<file path="src/rtl/imem_loader.sv">
// Instruction RAM loader: packs a little-endian byte stream into 32-bit words and
// writes them to consecutive RAM addresses from 0, holding the core for the whole load.
module imem_loader #(
    parameter int ADDR_W = 6,
    parameter int DATA_W = 32
) (
    input  logic              clk,
    input  logic              rst,
    input  logic              start,
    input  logic [ADDR_W:0]   num_words,
    input  logic              abort,
    input  logic              in_valid,
    input  logic [7:0]        in_data,
    output logic              in_ready,
    output logic              ram_we,
    output logic [ADDR_W-1:0] ram_a,
    output logic [DATA_W-1:0] ram_d,
    output logic              cpu_hold,
    output logic              busy,
    output logic              done
);
    typedef enum logic [1:0] {S_IDLE, S_RECV, S_WRITE, S_DONE} state_t;

    localparam logic [ADDR_W:0] CAP     = {1'b1, {ADDR_W{1'b0}}};
    localparam logic [ADDR_W:0] CNT_ONE = {{ADDR_W{1'b0}}, 1'b1};

    state_t          state;
    logic [1:0]      byte_cnt;
    logic [ADDR_W:0] word_cnt;
    logic [ADDR_W:0] n_words;
    logic [23:0]     word_lo;
    logic [ADDR_W:0] n_clamp;

    assign n_clamp = (num_words > CAP) ? CAP : num_words;

    // Outputs are registered: each transition sets the outputs of the state being entered.
    always_ff @(posedge clk or posedge rst) begin
        if (rst) begin
            state    <= S_IDLE;
            byte_cnt <= '0;
            word_cnt <= '0;
            n_words  <= '0;
            word_lo  <= '0;
            in_ready <= 1'b0;
            ram_we   <= 1'b0;
            ram_a    <= '0;
            ram_d    <= '0;
            cpu_hold <= 1'b0;
            busy     <= 1'b0;
            done     <= 1'b0;
        end else begin
            ram_we <= 1'b0;
            done   <= 1'b0;
            case (state)
                S_IDLE: begin
                    if (start) begin
                        busy     <= 1'b1;
                        cpu_hold <= 1'b1;
                        word_cnt <= '0;
                        byte_cnt <= '0;
                        n_words  <= n_clamp;
                        if (n_clamp == '0) begin
                            state <= S_DONE;
                            done  <= 1'b1;
                        end else begin
                            state    <= S_RECV;
                            in_ready <= 1'b1;
                        end
                    end
                end
                S_RECV: begin
                    // abort wins over completing a word: the partial word is dropped
                    if (abort) begin
                        state    <= S_IDLE;
                        in_ready <= 1'b0;
                        busy     <= 1'b0;
                        cpu_hold <= 1'b0;
                    end else if (in_valid) begin
                        byte_cnt <= byte_cnt + 2'd1;
                        case (byte_cnt)
                            2'd0: word_lo[7:0]   <= in_data;
                            2'd1: word_lo[15:8]  <= in_data;
                            2'd2: word_lo[23:16] <= in_data;
                            2'd3: begin
                                state    <= S_WRITE;
                                in_ready <= 1'b0;
                                ram_we   <= 1'b1;
                                ram_a    <= word_cnt[ADDR_W-1:0];
                                ram_d    <= {in_data, word_lo};
                            end
                        endcase
                    end
                end
                S_WRITE: begin
                    word_cnt <= word_cnt + CNT_ONE;
                    byte_cnt <= '0;
                    if (abort) begin
                        state    <= S_IDLE;
                        busy     <= 1'b0;
                        cpu_hold <= 1'b0;
                    end else if (word_cnt + CNT_ONE == n_words) begin
                        state <= S_DONE;
                        done  <= 1'b1;
                    end else begin
                        state    <= S_RECV;
                        in_ready <= 1'b1;
                    end
                end
                S_DONE: begin
                    state    <= S_IDLE;
                    busy     <= 1'b0;
                    cpu_hold <= 1'b0;
                end
                default: state <= S_IDLE;
            endcase
        end
    end
endmodule

</file>
<file path="config.mk">
export PLATFORM = sky130hd
export DESIGN_NAME = imem_loader
export DESIGN_NICKNAME = d
export VERILOG_FILES = /design/src/rtl/imem_loader.sv
export SDC_FILE = /design/constraint.sdc
export NUM_CORES = 1
export LEC_CHECK = 0
export BUFFER_PORTS_ARGS = -buffer_cell sky130_fd_sc_hd__buf_2
export CAP_MARGIN = 20
export CORE_MARGIN = 3
export CORE_UTILIZATION = 50
export CTS_CLUSTER_DIAMETER = 120
export DETAILED_ROUTE_END_ITERATION = 10
export GPL_ROUTABILITY_DRIVEN = 1
export PLACE_DENSITY = 0.82
export SYNTH_ARGS = -nofsm -noshare
export SYNTH_HDL_FRONTEND = slang
export SYNTH_SLANG_ARGS = --single-unit
</file>
<file path="constraint.sdc">
create_clock -name clk -period 3.6 [get_ports clk]
set_input_delay 0.54 -clock clk [delete_from_list [all_inputs] [get_ports clk]]
set_output_delay 0.54 -clock clk [all_outputs]
set_load 0.005 [all_outputs]
</file>
==> flow_metrics.py <==
metrics = {
    "status": {
        "status": "completed",
    },
    "logic_synthesis": {
        "ys_ff_latch": 84,
        "ys_warn_count": 0,
        "ys.flop_type": "dfrtp_1",
        "ys_seq_area_share_pct": 57.46,
        "synth_nets": 388,
        "syn_area_sq_mm": 0.003659,
        "yosysMostFrequentCell": "nand2_1",
        "synth_area_leaders": "dfrtp_1, nand2_1, mux2_2",
        "synth_edf_count": 0,
        "synth_cell_types": 40,
        "avgSynthCellArea_sq_um": 10.19,
        "synth_common_cells": "nand2_1, dfrtp_1, mux2_2",
        "synth.largest_area_cell": "dfrtp_1",
        "synthArstFlopShare_pct": 100.0,
        "netlist_instances": 359,
        "synth_top_area_share_pct": 57.46,
    },
    "drt": {
        "ant_nets": 0,
        "drt_iter0_drc": 126,
        "via_count": 2657,
        "vias_per_cell": 5.080,
        "firstDrtPassIters": 4,
        "wl_per_cell_microns": 13.83,
        "drc": 0,
        "drt_wl_total_microns": 7234,
    },
    "placed_design": {
        "place_congestion": 0.8392,
        "place_inst": 507,
        "hpwl_microns": 5217,
        "port_buffers": 62,
    },
    "worst_setup_path": {
        "critPathSlowestCell": "dfrtp_1",
        "critPathKind": "register to register",
        "path_buf_inv": 4,
        "startpoint": "state[1]$_DFFE_PP0P_",
        "cpPeakStageDelay_ns": 0.42,
        "reg2reg_depth": 9,
        "crit_fanout": 39,
        "r2r-end": "ram_d[13]$_DFFE_PP0P_",
        "end_kind": "register",
        "crit_family": "buffers and inverters",
        "rrSetupSlack_ns": 1.32,
        "worstPathArrival_ns": 2.57,
        "cp-start-kind": "register",
        "reg2reg_from": "state[1]$_DFFE_PP0P_",
        "path_cells": "inv_1 > ha_1 > nor2b_1 > nand3_1 > buf_4 > inv_1 > buf_4 > nand2_1 > nand2_1",
        "cp.required_ns": 3.89,
    },
    "timing": {
        "finalSetupTns_ns": 0,
        "hold_violations": 0,
        "setup_viol": 0,
        "max_slew.worst_pin.slew_ns": 0.4946,
        "relSlewSlack_pct": 66.80,
        "skew_ns": 0.004690,
        "timing.fmax_mhz": 439.1,
        "period_share_pct": 63.26,
        "slew_viol_final": 0,
        "post-route-min-period_ns": 2.277,
        "grt_setup_unrepaired": "false",
    },
    "clock_network": {
        "post_cts_buffers": 0,
        "cts_made_buffers": 9,
        "clk_pin_slew_ns": 0.08,
        "h-tree-depth": 3,
        "cts.repair.resized": 0,
        "cts_buffer_depth": 2,
        "root_buffer": "clkbuf_8",
        "cts_tree": "done",
        "cts.sinks": 84,
        "clkLatencyLatePin_ns": 0.35,
        "cts_hold_buf": 0,
    },
    "die": {
        "dieHeight_microns": 91.54,
        "coreArea_sq_mm": 0.006944,
        "row_count": 30,
        "initial_core_util_pct": 52.68,
        "ios": 63,
        "dieArea_sq_mm": 0.008380,
        "die_w_microns": 91.54,
    },
    "power": {
        "power_density_mw_per_mm2": 595.2,
        "peakVddDrop_mv": 0.3271,
        "power.leakage_nw": 2.354,
    },
    "cells_and_area": {
        "layout-drive-gt1-share_pct": 26.00,
        "multiInputGateArea_sq_mm": 0.001465,
        "final_cells": 523,
        "n_antenna_cell": 0,
        "seqCellArea_sq_mm": 0.002102,
        "layout.nets": 451,
        "area_growth_pct": 17.13,
        "n_fill_cell": 562,
    },
    "worst_hold_path": {
        "hp-class": "input pin to async pin",
    },
    "grt": {
        "grt_start_max_net_pins": 43,
        "grt_pass1_vias": 2497,
        "grt_util_all_layers_pct": 18.19,
        "grt_overflow": 0,
        "grt_pass1_wl_microns": 12120,
        "antenna_found_initial": 0,
    },
    "job": {
        "drv_cap": 0,
    },
}
-- power by group --
group	switching, W	leakage [nW]	total (W)	internal, W
clock network	0.000328	0.110	0.000740	0.000412
logic	0.000291	1.11	0.000560	0.000269
registers	0.000121	1.13	0.00125	0.00113
-- placed cells by master, fill, tap and decap left out, types with 2 or more instances in the layout --
cell type / instances
clkinv_4: 2
a21oi_1: 7
buf_4: 4
nand3_1: 8
nor3_1: 3
dfrtp_1: 84
xor2_1: 3
ha_1: 9
clkbuf_8: 10
buf_2: 62
and3_1: 2
a22o_1: 5
or3_1: 3
nor2b_1: 3
mux2_2: 25
nand2b_1: 10
a31o_2: 2
o21ai_0: 13
xnor2_1: 5
nor2_1: 4
inv_1: 7
bufinv_16: 2
nand2_1: 133
-- worst max-delay path by stage --
| stage | to | slack [ns] | cells past startpoint |
|---|---|---|---|
| 2_1_floorplan | busy$_DFFE_PP0P_ | 0.89 | 1 |
| 3_3_place_gp | in_ready$_DFFE_PP0P_ | 1.44 | 6 |
| 3_5_place_dp | ram_d[2]$_DFFE_PP0P_ | 1.34 | 9 |
| 4_1_cts | ram_d[5]$_DFFE_PP0P_ | 1.32 | 9 |
| 5_1_grt | ram_d[14]$_DFFE_PP0P_ | 1.10 | 9 |
| 6_report | ram_d[13]$_DFFE_PP0P_ | 1.32 | 9 |
-- flip-flops by register name, summed over array words and instances (netlist names) --
signal / cells
ram_d: 32
word_lo: 24
n_words: 7
word_cnt: 7
ram_a: 6
byte_cnt: 2
state: 2
busy: 1
done: 1
in_ready: 1
ram_we: 1
-- cell type report --
type                       instances  share of cell area, %
clock buffer                      11                  3.299
clock inverter                     5                  1.985
inverter                           8                 0.7299
multi-input combinational        253                  34.19
sequential                        84                  49.05
tap                               96                  2.803
timing repair buffer              66                  7.942
-- worst reg2reg max path: cells and delay by family, from the launching register on --
kind / cells / cell delay, ns
DFF: 1 / 0.42
buffers and inverters: 4 / 1.03
adders and majority gates: 1 / 0.24
and+or+nand+nor: 4 / 0.53
-- routing by layer --
layer  global-route usage (%)  vias up  part of all wire [%]
met2                    30.68       72                    51
met1                    23.37     1278                    43
met3                    3.397        5                   4.6
li1                         -     1302                     -
met4                    6.533        0                  0.71
met5                        0        -                     0
-- stage by stage --
stage	total power, W	hold WS [ns]	utilization (%)	instance area [sq um]	setup slack (ns)
finish	0.002550	0.09700	61.71	4285	1.323
CTS	0.002570	0.09009	61.71	4285	1.325
floorplan	0.001680	0.4331	-	3659	0.8949
global route	0.002711	0.1005	61.71	4285	1.101
global placement	0.001799	0.4447	58.45	4059	1.441
detailed placement	0.001829	0.4500	58.45	4059	1.340
-- kinds of logic (layout without fill, tap and decap cells) --
| group | Yosys count | count (layout) | synth area share, % |
|---|---|---|---|
| AND/OR/NAND/NOR | 173 | 173 | 20.55 |
| flip-flops | 84 | 84 | 57.46 |
| AO/OA/AOI/OAI | 36 | 36 | 6.225 |
| multiplexers | 27 | 27 | 8.276 |
| buffers and inverters | 22 | 90 | 2.497 |
| adder cells (fa/ha/maj) | 9 | 9 | 3.078 |
| XOR/XNOR | 8 | 8 | 1.915 |
No activity file was read; power rests on OpenSTA's default activity.
